File: src/rtl/instr_issue_sequencer.sv
// Instruction issue sequencer: buffers 32-bit words, decodes them and
// presents each decoded instruction to the datapath for a fixed hold time.
`timescale 1ns/1ps
module instr_issue_sequencer #(
   parameter int FIFO_DEPTH  = 4,
   parameter int HOLD_CYCLES = 2
) (
   input  logic                        clk,
   input  logic                        rst,
   input  logic [31:0]                 instr_in,
   input  logic                        instr_valid,
   output logic                        instr_ready,
   input  logic                        stall,
   output logic [4:0]                  opcode,
   output logic [9:0]                  read_address,
   output logic [9:0]                  read_address_reg,
   output logic [9:0]                  reg1,
   output logic [9:0]                  address_mem,
   output logic [9:0]                  write_address,
   output logic [9:0]                  write_address_reg,
   output logic [9:0]                  reg2,
   output logic [9:0]                  address_alu,
   output logic [9:0]                  address_to_mem,
   output logic                        issue_valid,
   output logic                        issue_first,
   output logic [$clog2(FIFO_DEPTH):0] fifo_level,
   output logic [15:0]                 issued_count,
   output logic                        illegal_seen
);

   localparam int AW = $clog2(FIFO_DEPTH);
   localparam int CW = (HOLD_CYCLES > 1) ? $clog2(HOLD_CYCLES) : 1;
   localparam logic [CW-1:0] HOLD_LAST = CW'(HOLD_CYCLES - 1);
   localparam logic [AW:0] LEVEL_FULL = (AW + 1)'(FIFO_DEPTH);

   typedef enum logic {
      IDLE,
      PRESENT
   } state_e;

   logic [31:0]   mem_q [FIFO_DEPTH];
   logic [AW-1:0] wr_ptr_q, wr_ptr_d;
   logic [AW-1:0] rd_ptr_q, rd_ptr_d;
   logic [AW:0]   level_q, level_d;

   state_e        state_q, state_d;
   logic [CW-1:0] hold_cnt_q, hold_cnt_d;
   logic [4:0]    opcode_q, opcode_d;
   logic [9:0]    field_a_q, field_a_d;
   logic [9:0]    field_b_q, field_b_d;
   logic          first_q, first_d;
   logic [15:0]   count_q, count_d;
   logic          illegal_q, illegal_d;

   logic          push;
   logic          pop;
   logic          hold_done;
   logic [31:0]   head;
   logic          head_legal;

   assign instr_ready = (level_q != LEVEL_FULL);
   assign push        = instr_valid & instr_ready;
   assign head        = mem_q[rd_ptr_q];
   assign head_legal  = (head[6:0] == 7'd0);
   assign hold_done   = (state_q == PRESENT) && (hold_cnt_q == HOLD_LAST);
   assign pop         = ((state_q == IDLE) || hold_done) &&
                        (level_q != '0) && !stall;

   always_comb begin
      wr_ptr_d = wr_ptr_q;
      rd_ptr_d = rd_ptr_q;
      level_d  = level_q;
      if (push) wr_ptr_d = wr_ptr_q + AW'(1);
      if (pop)  rd_ptr_d = rd_ptr_q + AW'(1);
      unique case ({push, pop})
         2'b10:   level_d = level_q + (AW + 1)'(1);
         2'b01:   level_d = level_q - (AW + 1)'(1);
         default: level_d = level_q;
      endcase
   end

   always_comb begin
      state_d    = state_q;
      hold_cnt_d = hold_cnt_q;
      opcode_d   = opcode_q;
      field_a_d  = field_a_q;
      field_b_d  = field_b_q;
      first_d    = 1'b0;
      count_d    = count_q;
      illegal_d  = illegal_q;
      if (pop) begin
         if (head_legal) begin
            state_d    = PRESENT;
            hold_cnt_d = '0;
            opcode_d   = head[31:27];
            field_a_d  = head[26:17];
            field_b_d  = head[16:7];
            first_d    = 1'b1;
            count_d    = count_q + 16'd1;
         end else begin
            // malformed word is dropped; addresses keep their last values
            state_d   = IDLE;
            opcode_d  = 5'd0;
            illegal_d = 1'b1;
         end
      end else if ((state_q == PRESENT) && !stall) begin
         if (hold_done) begin
            state_d  = IDLE;
            opcode_d = 5'd0;
         end else begin
            hold_cnt_d = hold_cnt_q + CW'(1);
         end
      end
   end

   // storage is not reset: the pointers alone define valid contents
   always_ff @(posedge clk) begin
      if (push) mem_q[wr_ptr_q] <= instr_in;
   end

   always_ff @(posedge clk) begin
      if (rst) begin
         wr_ptr_q   <= '0;
         rd_ptr_q   <= '0;
         level_q    <= '0;
         state_q    <= IDLE;
         hold_cnt_q <= '0;
         opcode_q   <= '0;
         field_a_q  <= '0;
         field_b_q  <= '0;
         first_q    <= 1'b0;
         count_q    <= '0;
         illegal_q  <= 1'b0;
      end else begin
         wr_ptr_q   <= wr_ptr_d;
         rd_ptr_q   <= rd_ptr_d;
         level_q    <= level_d;
         state_q    <= state_d;
         hold_cnt_q <= hold_cnt_d;
         opcode_q   <= opcode_d;
         field_a_q  <= field_a_d;
         field_b_q  <= field_b_d;
         first_q    <= first_d;
         count_q    <= count_d;
         illegal_q  <= illegal_d;
      end
   end

   assign opcode            = opcode_q;
   assign read_address      = field_a_q;
   assign read_address_reg  = field_a_q;
   assign reg1              = field_a_q;
   assign address_mem       = field_a_q;
   assign write_address     = field_b_q;
   assign write_address_reg = field_b_q;
   assign reg2              = field_b_q;
   assign address_alu       = field_b_q;
   assign address_to_mem    = field_b_q;
   assign issue_valid       = (state_q == PRESENT);
   assign issue_first       = first_q;
   assign fifo_level        = level_q;
   assign issued_count      = count_q;
   assign illegal_seen      = illegal_q;

endmodule
File: config.mk
export PLATFORM = sky130hd
export DESIGN_NAME = instr_issue_sequencer
export DESIGN_NICKNAME = d
export VERILOG_FILES = /design/src/rtl/instr_issue_sequencer.sv
export SDC_FILE = /design/constraint.sdc
export NUM_CORES = 1
export LEC_CHECK = 0
export CAP_MARGIN = 10
export CORE_ASPECT_RATIO = 0.75
export CORE_MARGIN = 2
export CORE_UTILIZATION = 46
export DETAILED_ROUTE_END_ITERATION = 8
export PLACE_DENSITY = 0.78
export SYNTH_ARGS = -nofsm -noshare
export SYNTH_HDL_FRONTEND = slang
export SYNTH_SLANG_ARGS = --single-unit
File: constraint.sdc
create_clock -name clk -period 2.4 [get_ports clk]
set_clock_uncertainty 0.15 [all_clocks]
set_input_delay 0.24 -clock clk [delete_from_list [all_inputs] [get_ports clk]]
set_output_delay 0.24 -clock clk [all_outputs]
set_load 0.01 [all_outputs]
==> summary.txt, run 1 <==
Status
  – Status: complete, no violations

Timing
  – Period utilisation layout: 96.48%
  – Finish-stage setup viols: 0
  – Worst slew pin tran: 0.6389 ns
  – Max-slew violations: 0
  – Post-layout minimum cycle time: 2.316 ns
  – Slew margin rel.: 57.25%
  – RSZ-0062 raised after global routing: true
  – Worst hold slack: 0.3026 ns
  – Fmax: 0.4319 GHz
  – Setup TNS: 0 ns
  – Final Hold Vio Count: 0

CTS
  – # clock sinks: 182
  – CTS tree: done
  – Clock latency on the worst-skew pair: 0.43 ns
  – Max Root-Sink Buffers: 2
  – CTS Hold Bufs: 0
  – Reg clk slew, reported paths: 0.07 ns
  – TritonCTS buffer count: 17
  – Root Buffer: clkbuf_16
  – Htree depth: 4
  – Post-CTS setup buffers: 0

Placed design
  – IO Port Bufs: 153
  – GPL Wtd Cong: 0.7699
  – Placed wire-length estimate: 9.613 mm

Worst hold path
  – Hold path startpoint: instr_in[28]
  – Hold/Removal Path Class: in -> reg

Drt
  – DR WL/cell: 17.57 µm
  – Total Wirelength: 14.79 mm
  – # DRC: 0
  – Via density: 5.215
  – Via count: 4391
  – Post-route ant nets: 0
  – 1st-iter DRT viols: 366
  – Pre-antenna DRT Iters: 4

Floorplan
  – Die height: 115.5 µm
  – FP Rows: 40
  – Initial core utilization: 47.33%
  – Io pins: 154
  – Core area: 16120 µm²
  – Die Area: 17640 µm²
  – Die W: 152.7 µm

GRT
  – Vias in the first global route: 4406
  – Gr usage total: 16.73%
  – First-pass GRT wire length: 22.63 mm
  – Largest net degree at the start of global routing: 48
  – Global route total overflow: 0
  – Initial antenna violation count: 0

Logic synthesis
  – Syn_nets: 564
  – Yosys reg bits: 182
  – Synthesized area: 7627 µm²
  – Syn Area/Cell: 14.64 µm²
  – Asr flop ratio synth: 0%
  – YS warnings: 0
  – Number of flops mapped to enable cells by yosys: 128
  – Cell variety after synth: 45
  – Top FF cell, synth: edfxtp_1
  – Sequential fraction of the synthesis area: 64.57%
  – Mapped Cells: 521

Pwr
  – Pint: 5.890 mW
  – Clock power share: 34.7%
  – Sw frac: 24.23%
  – Peak supply drop: 0.5004 mV
  – Leakage: 3.323 nW
  – Pwr dens: 807.4 nW/µm²
  – Sequential group share of total power: 48.7%
  – Logic pwr share: 16.6%
  – Switching power: 1.883 mW

Final layout
  – Area Growth Syn to Fin: 26.23%
  – Final net count: 662
  – Diode count: 0
  – Layout cell share with drive strength beyond 1: 17.72%

Critical path
  – WP buf/inv: 0
  – WS Path Type: reg -> reg
  – CP max stage cell: nor4_1
  – WP data arrival: 2.47 ns
  – Critical Path Start Type: flip-flop
  – CP Cell Sequence: nor4_1, nand2_1, a21o_4, a2111oi_4, mux2_1
  – Crit-path max cell delay: 0.47 ns
  – Family with the most delay on the worst path: simple AND/OR/NAND/NOR gates
  – Worst EP required: 2.56 ns
  – Reg2Reg Launch Point: mem_q[1][3]
  – Worst setup path startpoint: mem_q[1][3]
  – Crit Path Max Fanout: 16
  – Worst setup EP type: flip-flop

Flow run
  – Max_cap viols: 0
## cell families (layout without fill, tap and decap cells)
| family | after synthesis | count (layout) | synth area share (%) |
|---|---|---|---|
| AO/OA/AOI/OAI | 35 | 36 | 4.035 |
| buffers and inverters | 100 | 210 | 8.727 |
| XOR/XNOR | 5 | 5 | 0.5743 |
| adder cells (fa/ha/maj) | 7 | 7 | 1.247 |
| flip-flops | 182 | 182 | 64.57 |
| multiplexers | 61 | 61 | 12.40 |
| AND/OR/NAND/NOR | 131 | 131 | 8.448 |
## cells in the final DEF, fill, tap and decap left out, types with 4 or more instances in the layout
| cell | instances |
|---|---|
| clkdlybuf4s50_1 | 153 |
| edfxtp_1 | 128 |
| nand2_1 | 51 |
| dfxtp_1 | 49 |
| nor2_1 | 28 |
| mux4_2 | 25 |
| mux2i_1 | 21 |
| clkbuf_16 | 19 |
| nor2b_1 | 16 |
| buf_4 | 13 |
| a21oi_1 | 12 |
| mux2_2 | 10 |
| nand4_1 | 7 |
| inv_1 | 6 |
| nand3_1 | 6 |
| a32o_1 | 5 |
| ha_1 | 5 |
| and3_2 | 4 |
| mux2_1 | 4 |
| clkbuf_8 | 4 |
| buf_12 | 4 |
## synth_stat cells, types with 7 or more instances
cell type | number | share of area [%]
edfxtp_1 | 128 | 50
buf_4 | 72 | 7.1
dfxtp_1 | 54 | 14
nand2_1 | 51 | 2.5
nor2_1 | 28 | 1.4
mux4_2 | 25 | 7.4
mux2i_1 | 21 | 2.8
nor2b_1 | 16 | 1.3
a21oi_1 | 13 | 0.85
clkbuf_1 | 12 | 0.59
mux2_2 | 10 | 1.5
inv_1 | 8 | 0.39
nand4_1 | 7 | 0.57
## metrics by stage
| stage | setup slack, ns | instance area (µm²) | total power [mW] | utilization [%] | cells |
|---|---|---|---|---|---|
| after detailed placement | -0.001672 | 9000 | 5.148 | 55.85 | 809 |
| after floorplan | 0.06960 | 7645 | 4.704 | - | 521 |
| after global routing | -0.006787 | 9628 | 8.108 | 59.74 | 842 |
| after global placement | 0.04893 | 9000 | 5.093 | 55.85 | 809 |
| after CTS | 0.08898 | 9593 | 7.840 | 59.53 | 841 |
| final | 0.08440 | 9628 | 7.774 | 59.74 | 842 |
## worst register-to-register path, stage by stage, from the launching register on
cell and delay (ns):
edfxtp_1 0.37, nor4_1 0.47, nand2_1 0.19, a21o_4 0.33, a2111oi_4 0.33, mux2_1 0.35
## cell type report
cell class / instances / area [µm²]
Inverter: 8 / 30.03
Timing Repair Buffer: 170 / 1709
Sequential cell: 182 / 4936
Multi-Input combinational cell: 240 / 2097
Clock buffer: 24 / 535.5
Clock inverter: 8 / 57.56
Fill cell: 1188 / 6487
Tap cell: 210 / 262.8
## final timing paths
| path | endpoint | slack, ns | depth (start not counted) |
|---|---|---|---|
| worst max-delay path | issued_count[11] | 0.08 | 5 |
| worst min register to register | opcode[1] | 0.35 | 1 |
| worst min-delay path | mem_q[2][28] | 0.30 | 1 |
| worst max register to register | issued_count[11] | 0.08 | 5 |
## per-layer routing
layer,share of wire (%),GRT usage [%]
met4,1.9,6.420
met2,50,28.85
met1,43,20.56
met5,0,0
met3,4.7,4.413
## flip-flops by register name, summed over array words and instances (netlist names), 2 cells and up, named ones only
| name | flops |
|---|---|
| mem_q | 128 |
| address_alu | 10 |
| wr_ptr_q | 2 |
| address_mem | 10 |
| rd_ptr_q | 2 |
| fifo_level | 3 |
| opcode | 5 |
| issued_count | 16 |
## power by group through the flow
| stage | Clock [mW] | Combinational, mW | Sequential (mW) |
|---|---|---|---|
| 2_1_floorplan | 0 | 0.890 | 3.81 |
| 3_3_place_gp | 0 | 1.27 | 3.82 |
| 3_5_place_dp | 0 | 1.30 | 3.85 |
| 4_1_cts | 2.75 | 1.30 | 3.78 |
| 5_1_grt | 2.88 | 1.41 | 3.81 |
| 6_report | 2.70 | 1.29 | 3.78 |
## timing repair
item	CTS	global route
resized for setup	0	5
endpoints found under the hold margin	0	0
endpoints found under the setup margin	0	26
(Power assumes the default switching activity.)
==> run 2, diff against run 1 <==
--- a/config.mk
+++ b/config.mk
@@ -8,9 +8,9 @@
 export CAP_MARGIN = 10
 export CORE_ASPECT_RATIO = 0.75
 export CORE_MARGIN = 2
-export CORE_UTILIZATION = 46
+export CORE_UTILIZATION = 35
 export DETAILED_ROUTE_END_ITERATION = 8
-export PLACE_DENSITY = 0.78
+export PLACE_DENSITY = 0.67
 export SYNTH_ARGS = -nofsm -noshare
 export SYNTH_HDL_FRONTEND = slang
 export SYNTH_SLANG_ARGS = --single-unit
==> run 2 against run 1 <==
Sequential cell count stayed put; first-iteration DRC count down 17%; worst hold slack improved by 0.00067 ns; critical path depth is 5 higher; sequential power about the same; fmax grew 2.0%; non-clock buffer count is 2 higher; setup slack improved by 0.046 ns.
==> summary.txt, run 2 (same netlist as run 1, synthesis figures left out) <==
Pwr
  – Switching power: 1.840 mW (was 1.883 mW)
  – Clock power share: 35.0% (was 34.7%)
  – Pwr dens: 802.2 nW/µm² (was 807.4 nW/µm²)
  – Logic pwr share: 16.4% (was 16.6%)
  – Sw frac: 23.66% (was 24.23%)
  – Leakage: 3.316 nW (was 3.323 nW)
  – Peak supply drop: 0.4833 mV (was 0.5004 mV)
  – Pint: 5.938 mW (was 5.890 mW)
  – Sequential group share of total power: 48.6% (was 48.7%)

Final layout
  – Final net count: 663 (was 662)
  – Layout cell share with drive strength beyond 1: 17.06% (was 17.72%)
  – Area Growth Syn to Fin: 27.12% (was 26.23%)
  – Commonest non-fill, non-tap cell in the layout: clkdlybuf4s50_1 (unchanged)
  – Commonest cells after routing, fill and taps aside: clkdlybuf4s50_1, edfxtp_1, nand2_1, dfxtp_1, nor2_1 (unchanged)
  – Diode count: 0 (unchanged)
  – Final Non-Filler Cells: 921 (was 842)
  – Reg with most FFs: mem_q (unchanged)
  – Max FFs per register: 128 (unchanged)

Critical path
  – Stages on the worst setup path: 10 (was 5)
  – WP buf/inv: 3 (was 0)
  – Critical Path Start Type: flip-flop (unchanged)
  – Family with the most delay on the worst path: simple AND/OR/NAND/NOR gates (unchanged)
  – Worst EP required: 2.60 ns (was 2.56 ns)
  – CP max stage cell: fa_1 (was nor4_1)
  – WP data arrival: 2.47 ns (about the same)
  – Crit-path max cell delay: 0.37 ns (was 0.47 ns)
  – Crit Path Max Fanout: 5 (was 16)
  – Most frequent CP cell: inv_1
  – CP Cell Sequence: inv_1, nand3_2, and2_1, inv_1, ha_2, inv_1, fa_1, xor2_1, or3_1, a21oi_2 (was nor4_1, nand2_1, a21o_4, a2111oi_4, mux2_1)
  – WS Path Type: reg -> reg (unchanged)
  – Worst R2R Path Depth: 10 (was 5)
  – Worst setup EP type: flip-flop (unchanged)

CTS
  – CTS tree: done (unchanged)
  – Clock latency on the worst-skew pair: 0.42 ns (was 0.43 ns)
  – Root Buffer: clkbuf_16 (unchanged)
  – Max Root-Sink Buffers: 2 (unchanged)
  – # clock sinks: 182 (unchanged)
  – CTS Hold Bufs: 0 (unchanged)
  – TritonCTS buffer count: 17 (unchanged)
  – Reg clk slew, reported paths: 0.07 ns (about the same)
  – Htree depth: 4 (unchanged)

Status
  – Status: complete, no violations (unchanged)

GRT
  – Gr usage total: 13.23% (was 16.73%)
  – Global route total overflow: 0 (unchanged)
  – Vias in the first global route: 4337 (was 4406)
  – Initial antenna violation count: 0 (unchanged)
  – Largest net degree at the start of global routing: 44 (was 48)
  – First-pass GRT wire length: 23.16 mm (was 22.63 mm)

Timing
  – Finish-stage setup viols: 0 (unchanged)
  – Setup TNS: 0 ns (unchanged)
  – Worst slew pin tran: 0.9745 ns (was 0.6389 ns)
  – Fmax: 0.4407 GHz (was 0.4319 GHz)
  – Slew margin rel.: 34.79% (was 57.25%)
  – Final Hold Vio Count: 0 (unchanged)
  – Post-layout minimum cycle time: 2.269 ns (was 2.316 ns)
  – RSZ-0062 raised after global routing: false (was true)
  – Max-slew violations: 0 (unchanged)
  – Worst hold slack: 0.3033 ns (was 0.3026 ns)
  – Period utilisation layout: 94.55% (was 96.48%)

Drt
  – 1st-iter DRT viols: 302 (was 366)
  – Total Wirelength: 14.87 mm (was 14.79 mm)
  – Via density: 4.662 (was 5.215)
  – # DRC: 0 (unchanged)
  – Via count: 4294 (was 4391)
  – Pre-antenna DRT Iters: 4 (unchanged)
  – Post-route ant nets: 0 (unchanged)
  – DR WL/cell: 16.14 µm (was 17.57 µm)

Floorplan
  – Die height: 131.8 µm (was 115.5 µm)
  – Die Area: 23000 µm² (was 17640 µm²)
  – Die W: 174.5 µm (was 152.7 µm)
  – Core area: 21240 µm² (was 16120 µm²)
  – Initial core utilization: 35.91% (was 47.33%)
  – Io pins: 154 (unchanged)
  – FP Rows: 46 (was 40)

Placed design
  – IO Port Bufs: 153 (unchanged)
  – DP Cell Count: 889 (was 809)
  – GPL Wtd Cong: 0.7269 (was 0.7699)
  – Placed wire-length estimate: 9.755 mm (was 9.613 mm)

Worst hold path
  – WHS Path Cells: 1 (unchanged)
  – Hold/Removal Path Class: in -> reg (unchanged)

Flow run
  – Max_cap viols: 0 (unchanged)
-- run 2: cell count changes in the layout (fill, tap and decap cells not counted), sizes merged --
cell,change
clkinvlp,+2
o21ai,-1
clkbuf,-2
bufinv,+3
inv,-3
buf,+2
-- run 2: cell type report --
type	count	area (µm²)
Timing Repair Buffer	172	1724
Tap cell	288	360.3
Clock inverter	10	130.1
Clock buffer	22	444.2
Sequential cell	182	4936
Inverter	8	30.03
Fill cell	1835	11540
Multi-Input combinational cell	239	2071
-- run 2: layer usage --
| layer | global-route usage [%] | part of all wire, % | vias up |
|---|---|---|---|
| met3 | 3.979 | 4.7 | 12 |
| met1 | 16.76 | 45 | 2130 |
| met2 | 21.87 | 49 | 108 |
| met4 | 4.108 | 0.90 | 0 |
| li1 | - | - | 2044 |
| met5 | 0 | 0 | - |
-- run 2: path summary, 6_finish.rpt --
kind                       from             to  slack, ns
setup / recovery  fifo_level[1]  fifo_level[2]       0.13
hold / removal     instr_in[11]   mem_q[0][11]       0.30
setup reg to reg  fifo_level[1]  fifo_level[2]       0.13
hold reg to reg       opcode[0]      opcode[0]       0.33
-- run 2: power by group through the flow --
stage	registers (mW)	clock network, mW	logic (mW)
after floorplan	3.81	0	0.890
after global placement	3.83	0	1.28
after detailed placement	3.85	0	1.31
after CTS	3.78	2.80	1.31
after global routing	3.80	2.94	1.41
final	3.78	2.72	1.28
-- run 2: per-stage QoR --
| step | util (%) | area (µm²) | total power, mW | setup slack (ns) |
|---|---|---|---|---|
| floorplan | - | 7645 | 4.704 | 0.06960 |
| global placement | 42.91 | 9112 | 5.101 | 0.05307 |
| detailed placement | 42.91 | 9112 | 5.153 | -0.04012 |
| CTS | 45.61 | 9687 | 7.897 | 0.07082 |
| global route | 45.65 | 9696 | 8.149 | 0.009279 |
| finish | 45.65 | 9696 | 7.778 | 0.1309 |
-- run 2: what timing repair did --
item / CTS / global route
buffers inserted: 0 / 0
gates resized for setup: 0 / 3
setup endpoints to repair: 0 / 1
